[src/rtl/imem_arb_pkg.sv]
// Shared types for the instruction-memory port arbiter.
package imem_arb_pkg;

    localparam int unsigned STARVE_W = 4;

    typedef enum logic {
        BOOT = 1'b0,
        RUN  = 1'b1
    } state_t;

    typedef enum logic {
        OWN_FETCH = 1'b0,
        OWN_LD    = 1'b1
    } owner_t;

    // Record of the access granted last cycle, used to route the read response.
    typedef struct packed {
        logic   valid;
        owner_t owner;
        logic   err;
    } resp_t;

endpackage

[src/rtl/imem_starve_ctr.sv]
// Saturating count of consecutive denied loader cycles.
module imem_starve_ctr
    import imem_arb_pkg::*;
#(
    parameter int unsigned MAX = 4
) (
    input  logic clk,
    input  logic rst,
    input  logic inc,
    input  logic clr,
    output logic at_max
);

    logic [STARVE_W-1:0] cnt;

    assign at_max = (cnt == STARVE_W'(MAX));

    // Clear has priority; increment holds at MAX.
    always_ff @(posedge clk) begin
        if (rst) begin
            cnt <= '0;
        end else if (clr) begin
            cnt <= '0;
        end else if (inc && !at_max) begin
            cnt <= cnt + STARVE_W'(1);
        end
    end

endmodule

[src/rtl/imem_port_arbiter.sv]
// Arbitrates the single-port instruction memory between fetch and the loader.
// Optional boot phase (loader only, fetch held off) enabled by IMEM_ARB_BOOT_EN.
module imem_port_arbiter
    import imem_arb_pkg::*;
#(
    parameter int unsigned ADDR_W     = 32,
    parameter int unsigned DATA_W     = 32,
    parameter int unsigned MEM_DEPTH  = 1024,
    parameter int unsigned STARVE_MAX = 4
) (
    input  logic                         clk,
    input  logic                         rst,
    input  logic                         fetch_req,
    input  logic [ADDR_W-1:0]            fetch_addr,
    output logic                         fetch_gnt,
    output logic                         fetch_rvalid,
    output logic [DATA_W-1:0]            fetch_rdata,
    output logic                         fetch_err,
    input  logic                         ld_req,
    input  logic                         ld_we,
    input  logic [ADDR_W-1:0]            ld_addr,
    input  logic [DATA_W-1:0]            ld_wdata,
    input  logic                         ld_done,
    output logic                         ld_gnt,
    output logic                         ld_rvalid,
    output logic [DATA_W-1:0]            ld_rdata,
    output logic                         mem_en,
    output logic                         mem_we,
    output logic [$clog2(MEM_DEPTH)-1:0] mem_addr,
    output logic [DATA_W-1:0]            mem_wdata,
    input  logic [DATA_W-1:0]            mem_rdata,
    output logic                         boot_active
);

    localparam int unsigned WA_W = ADDR_W - 2;
    localparam int unsigned MA_W = $clog2(MEM_DEPTH);

`ifdef IMEM_ARB_BOOT_EN
    localparam state_t RST_STATE = BOOT;
`else
    localparam state_t RST_STATE = RUN;
`endif

    state_t          state;
    state_t          state_nxt;
    resp_t           resp;
    logic            resp_live;
    logic            starve_max;
    logic            starve_inc;
    logic            starve_clr;
    logic [WA_W-1:0] f_word;
    logic [WA_W-1:0] l_word;
    logic            f_bad;
    logic            l_bad;

    // Word addresses and range/alignment screening for both requesters.
    assign f_word = fetch_addr[ADDR_W-1:2];
    assign l_word = ld_addr[ADDR_W-1:2];
    assign f_bad  = (fetch_addr[1:0] != 2'b00) || (f_word >= WA_W'(MEM_DEPTH));
    assign l_bad  = (ld_addr[1:0] != 2'b00) || (l_word >= WA_W'(MEM_DEPTH));

    // Phase register.
    always_ff @(posedge clk) begin
        if (rst) begin
            state <= RST_STATE;
        end else begin
            state <= state_nxt;
        end
    end

    // Phase sequencing, same-cycle grant and memory port drive.
    always_comb begin
        state_nxt = state;
        fetch_gnt = 1'b0;
        ld_gnt    = 1'b0;
        mem_en    = 1'b0;
        mem_we    = 1'b0;
        mem_addr  = '0;
        mem_wdata = '0;

        case (state)
            BOOT: begin
                ld_gnt = ld_req;
                if (ld_done) begin
                    state_nxt = RUN;
                end
            end
            RUN: begin
                ld_gnt    = ld_req && (!fetch_req || starve_max);
                fetch_gnt = fetch_req && !ld_gnt;
            end
            default: begin
                state_nxt = RST_STATE;
            end
        endcase

        if (rst) begin
            fetch_gnt = 1'b0;
            ld_gnt    = 1'b0;
        end

        // Bad addresses are granted but never reach the array.
        if (ld_gnt) begin
            mem_en    = !l_bad;
            mem_we    = ld_we && !l_bad;
            mem_addr  = l_word[MA_W-1:0];
            mem_wdata = ld_wdata;
        end else if (fetch_gnt) begin
            mem_en   = !f_bad;
            mem_addr = f_word[MA_W-1:0];
        end
    end

    // Starvation tracking only counts contested RUN cycles.
    assign starve_inc = (state == RUN) && ld_req && !ld_gnt;
    assign starve_clr = (state != RUN) || !ld_req || ld_gnt;

    imem_starve_ctr #(
        .MAX (STARVE_MAX)
    ) u_starve (
        .clk    (clk),
        .rst    (rst),
        .inc    (starve_inc),
        .clr    (starve_clr),
        .at_max (starve_max)
    );

    // Capture owner of each granted read for next-cycle response routing.
    always_ff @(posedge clk) begin
        if (rst) begin
            resp <= '0;
        end else begin
            resp.valid <= fetch_gnt || (ld_gnt && !ld_we);
            resp.owner <= ld_gnt ? OWN_LD : OWN_FETCH;
            resp.err   <= ld_gnt ? l_bad : f_bad;
        end
    end

    // Response steering; a response pending across reset is suppressed.
    assign resp_live    = resp.valid && !rst;
    assign fetch_rvalid = resp_live && (resp.owner == OWN_FETCH);
    assign fetch_err    = fetch_rvalid && resp.err;
    assign fetch_rdata  = (fetch_rvalid && !resp.err) ? mem_rdata : '0;
    assign ld_rvalid    = resp_live && (resp.owner == OWN_LD);
    assign ld_rdata     = (ld_rvalid && !resp.err) ? mem_rdata : '0;

`ifdef IMEM_ARB_BOOT_EN
    assign boot_active = rst || (state == BOOT);
`else
    assign boot_active = 1'b0;
`endif

endmodule

[config.mk]
export PLATFORM = sky130hd
export DESIGN_NAME = imem_port_arbiter
export DESIGN_NICKNAME = d
export VERILOG_FILES = /design/src/rtl/imem_arb_pkg.sv /design/src/rtl/imem_starve_ctr.sv /design/src/rtl/imem_port_arbiter.sv
export SDC_FILE = /design/constraint.sdc
export NUM_CORES = 1
export LEC_CHECK = 0
export CELL_PAD_IN_SITES_DETAIL_PLACEMENT = 1
export CELL_PAD_IN_SITES_GLOBAL_PLACEMENT = 1
export CORE_MARGIN = 3
export CORE_UTILIZATION = 12
export DETAILED_ROUTE_END_ITERATION = 10
export GPL_TIMING_DRIVEN = 0
export PLACE_DENSITY_LB_ADDON = 0.25
export REMOVE_ABC_BUFFERS = 1
export SYNTH_ARGS = -nofsm -noshare
export SYNTH_HDL_FRONTEND = slang
export SYNTH_SLANG_ARGS = --single-unit
[constraint.sdc]
create_clock -name clk -period 3.9 [get_ports clk]
set_input_delay 0.39 -clock clk [delete_from_list [all_inputs] [get_ports clk]]
set_output_delay 0.39 -clock clk [all_outputs]
set_load 0.01 [all_outputs]
# ---- Yosys cells after proc, flatten, opt, wreduce, memory -nomap -nowiden
# Index checks and enable logic that the tools add are counted.
dict set report totals {
  reg_bits 8
  latch_bits 0
  mem_bits_rw 0
  romBits 0
  in_bits 134
  out_inout_bits 114
  elab_cells 59
  n_memories 0
}
dict set report op_classes {
  add_sub_neg 1
  multipliers 0
  n_div 0
  order_cmp 2
  n_eq_ne 1
  shifts 0
  mux 15
  bitwise_logic 2
  n_reduce_logical 33
}
# operator count
set ops {}
lappend ops {{32-bit 2-to-1 mux} 3}
lappend ops {{30-bit by 11-bit greater-or-equal comparator with 1-bit output (second input constant)} 2}
lappend ops {{10-bit 2-to-1 mux} 2}
lappend ops {{1-bit logical AND} 13}
lappend ops {{1-bit zero test} 10}
lappend ops {{1-bit 2-to-1 mux} 9}
lappend ops {{1-bit logical OR} 6}
lappend ops {{4-bit by 1-bit adder with 4-bit output (second input constant)} 1}
lappend ops {{4-bit by 3-bit == test with 1-bit output (second input constant)} 1}
lappend ops {{2-bit nonzero test} 2}
lappend ops {{2-bit OR reduction} 2}
lappend ops {{1-bit inverter} 2}
lappend ops {{1-bit one-hot mux with 2 select lines} 1}

# ---- Depth between registers and ports, before layout
dict set report depth {
  word_depth 9
  depth_mapped 7
  mapped_depth_nobuf 6
}

# ---- Modules after synthesis
# A second synthesis with hierarchy kept.
dict set report hier_totals {
  cells_unflattened 186
  area_unflattened_um2 1317.5
}
# module instances cells_per_inst area_per_inst_um2
set modules_own_cells {}
lappend modules_own_cells {imem_port_arbiter 1 161 1088.5}
lappend modules_own_cells {imem_starve_ctr 1 25 229.0}

# ---- Worst setup path before layout
# Ideal clock, no wire load.
dict set report synth_path {
  path_type {reg2out}
  start {reg u_starve.cnt[0]}
  end {out mem_addr[2]}
  arrival_ps 1429
  required_ps 3510
  slack_ps 2081
  path_stages_with_launch 7
  n_path_buf 1
  cell_sequence {dfxtp_1 > inv_1 > ha_1 > and3b_4 > a211oi_4 > buf_4 > a22o_1}
}
dict set report synth_via {
  elab_chain_cells 9
  elab_cells_between_ends 11
  cone_classes {eq/ne (1); mux (6); reduce/logical (4)}
}
# element line_no
set synth_lines {}
lappend synth_lines {{start: declaration} imem_starve_ctr.sv:14} ;# logic [STARVE_W-1:0] cnt;
lappend synth_lines {{start signal: assignment} imem_starve_ctr.sv:25} ;# cnt <= cnt + STARVE_W'(1);
lappend synth_lines {{4-bit by 3-bit == test with 1-bit output} imem_starve_ctr.sv:16} ;# assign at_max = (cnt == STARVE_W'(MAX));
lappend synth_lines {{1-bit logical OR} imem_port_arbiter.sv:89} ;# ld_gnt = ld_req && (!fetch_req || starve_max);
lappend synth_lines {{1-bit logical AND} imem_port_arbiter.sv:89}
lappend synth_lines {{1-bit zero test} imem_port_arbiter.sv:90} ;# fetch_gnt = fetch_req && !ld_gnt;
lappend synth_lines {{1-bit logical AND} imem_port_arbiter.sv:90}
lappend synth_lines {{1-bit 2-to-1 mux} imem_port_arbiter.sv:81} ;# case (state)
lappend synth_lines {{1-bit 2-to-1 mux} imem_port_arbiter.sv:97} ;# if (rst) begin
lappend synth_lines {{named net fetch_gnt} imem_port_arbiter.sv:15} ;# output logic fetch_gnt,
lappend synth_lines {{10-bit 2-to-1 mux} imem_port_arbiter.sv:108} ;# end else if (fetch_gnt) begin
lappend synth_lines {{10-bit 2-to-1 mux} imem_port_arbiter.sv:103} ;# if (ld_gnt) begin
lappend synth_lines {{end: declaration} imem_port_arbiter.sv:29} ;# output logic [$clog2(MEM_DEPTH)-1:0] mem_addr,
# The timed path passes the listed nets, and every way through them passes these cells.

# ---- Final worst setup path
dict set report layout_path {
  start {in rst}
  end {out fetch_rdata[31]}
}
dict set report layout_via {
  elab_chain_cells 5
}
# element line_no
set layout_lines {}
lappend layout_lines {{start: declaration} imem_port_arbiter.sv:12} ;# input logic rst,
lappend layout_lines {{1-bit zero test} imem_port_arbiter.sv:140} ;# assign resp_live = resp.valid && !rst;
lappend layout_lines {{1-bit logical AND} imem_port_arbiter.sv:140}
lappend layout_lines {{1-bit logical AND} imem_port_arbiter.sv:141} ;# assign fetch_rvalid = resp_live && (resp.owner == OWN_FETCH);
lappend layout_lines {{1-bit logical AND} imem_port_arbiter.sv:143} ;# assign fetch_rdata = (fetch_rvalid && !resp.err) ? mem_rdata : '0;
lappend layout_lines {{32-bit 2-to-1 mux} imem_port_arbiter.sv:143}
lappend layout_lines {{end: declaration} imem_port_arbiter.sv:17} ;# output logic [DATA_W-1:0] fetch_rdata,
# Every way passes these cells.

==> results.cfg <==
[pwr]
cellPowerDensity_nw_per_um2 = 111
ir_worst_vdd_v = 0.0000573
p_leak_uw = 0.00145

[logic_synthesis]
synthesis.instances = 175
netlist_area_um2 = 1310
yosysTopAreaCell = and2_1
postSynthAreaPerCell_um2 = 7.46
synth_edf_count = 0
synthTopCellsByArea = and2_1, dfxtp_1, a22o_1
yosysTopAreaCellShare = 0.470
yosysWarnings = 0
ys_types = 35
synth-main-ff-cell = dfxtp_1
async_reset_ff_frac = 0
synth-seq-cells = 8
yosysSeqAreaShare = 0.123

[grt]
grt_pass1_wl_um = 12000
grt_use_total = 0.130
grt_max_degree = 44
grt_pass1_vias = 2208
antenna_found_initial = 0
grt_remaining_overflow = 0

[critical_path]
critPathKind = in -> out
crit_path_end_kind = primary output
worst_setup_path_start_kind = input pin
reg2reg_depth = 5
cp.required_ns = 3.51
arrival_ns = 2.76
cp_max_fo = 32
regToRegSetupSlack_ns = 2.12
r2r-end = resp[2]
rr_startpoint = u_starve.cnt[0]

[finish]
nets = 550
drive_above_1_share = 0.0316
syn2layout_area_growth_pct = 198
antenna_cells = 0

[clocking]
cts_resized = 0
post_cts_buffers = 0
clock-root-buffer = clkbuf_8
insertion_delay_ns = 0.23
cts_hold_buf = 0
cts.sinks = 8
clk_pin_slew_worst_paths_ns = 0.04
cts_tree = yes
cts_made_buffers = 3
h-tree-depth = 1
cts_buffer_depth = 2

[route]
viasPerCell = 3.96
detail_route.wl_per_cell_um = 16.2
vias = 2170
wirelength_um = 8850
antenna_left = 0
dr.pass1.iters = 4
drtIter0Drc = 66
drc = 0

[worst_hold_path]
hold_path.class = reg -> reg
hp-start = u_starve.cnt[0]
holdPathStages = 1
min_to = u_starve.cnt[0]

[sta]
fmax_mhz = 318
slew_violations = 0
layout_min_cycle_time_ns = 3.15
finalWorstSetupSlack_ns = 0.754
finalSetupViolCount = 0
max_slew_margin = 0.473
period_share = 0.807
finalHoldViolations = 0
tightest_slew_ns = 0.791
rsz0062_at_grt = no
skew_ns = 0.00548
fin_tns_setup_ns = 0

[floorplan]
placementRows = 37
fp.coreArea_um2 = 10500
initial_core_util = 0.125
io-pin-count = 248
die_area_um2 = 12200
die_h_um = 110
die_x_um = 110

[place]
port-buffer-count = 246
place.gp.congestion = 0.719
hpwl_um = 7980
pre_cts_ws_ns = 0.617

[status]
status = completed

[job]
max_cap_viol_count = 0
==> cell usage in the layout (no fill, tap or decap), drive strengths merged, types with 2 or more instances in the layout <==
| cell type | count |
|---|---|
| a211oi | 2 |
| a22o | 10 |
| and2 | 98 |
| and3b | 2 |
| clkbuf | 3 |
| clkdlybuf4s50 | 246 |
| dfxtp | 8 |
| ha | 2 |
| inv | 4 |
| nand2 | 2 |
| nand3 | 2 |
| nand4 | 2 |
| nor2 | 5 |
| nor2b | 2 |
| nor3 | 2 |
| nor4 | 10 |
==> per-stage QoR <==
step	hold slack (ns)	util	area [µm²]	cells	power [µW]
2_1_floorplan	0.430	-	1210	163	135
3_3_place_gp	0.449	0.368	3850	545	333
3_5_place_dp	0.459	0.368	3850	545	336
4_1_cts	0.478	0.372	3890	548	438
5_1_grt	0.510	0.372	3890	548	453
6_report	0.471	0.372	3890	548	431
==> cell type report <==
type | count | area (µm²)
well taps | 136 | 170
inverters | 4 | 15.0
clock buffers | 3 | 41.3
multi-input cells | 151 | 1040
repair buffers | 246 | 2460
fillers | 1273 | 6570
flip-flops and latches | 8 | 160
==> where the power goes <==
group          switching, µW  leakage (µW)  internal (µW)  total [µW]
clock                   33.4     0.0000216           66.9         100
combinational           71.0       0.00136            174         245
sequential              1.75     0.0000655           84.4        86.2
total                    106       0.00145            325         431
==> critical path, stage by stage <==
cell and delay, ns:
clkdlybuf4s50_1 0.58, nor3b_2 0.30, and2b_1 0.67, and2_1 0.22, clkdlybuf4s50_1 0.58
==> registers in the layout, indices dropped and copies added, names as in the netlist <==
register	flops
u_starve.cnt	4
resp	3
state	1
==> per-layer routing <==
metal  up-vias  part of all wire  track usage
met2       163              0.54        0.273
met5         -                 0            0
met1       952              0.30        0.113
li1       1050                 -            -
met3         5              0.16       0.0565
met4         0            0.0054       0.0185
==> cells in the mapped netlist (2+ instances only) <==
cell and count:
dfxtp_1 8, buf_4 2, nand2_1 2, and2_1 98, buf_6 4, nand4_1 2, a22o_1 10, inv_1 3
nor2_1 5, buf_2 6, nor4_1 9, ha_1 2, nand3_1 2
==> logic make-up after synthesis <==
family / share of synthesized area
AND/OR/NAND/NOR: 0.645
buffers and inverters: 0.0805
adder cells (fa/ha/maj): 0.0192
other: 0.00287
XOR/XNOR: 0.00671
AO/OA/AOI/OAI: 0.123
flip-flops: 0.123
==> worst max-delay path by stage <==
stage | from | end | cells past startpoint
detailed placement | rst | fetch_rdata[31] | 5
CTS | rst | fetch_rdata[31] | 5
finish | rst | fetch_rdata[31] | 5
global placement | rst | fetch_rdata[31] | 5
floorplan | u_starve.cnt[0] | mem_addr[0] | 5
global route | rst | fetch_rdata[31] | 5
Power figures use the tool's default switching activity.
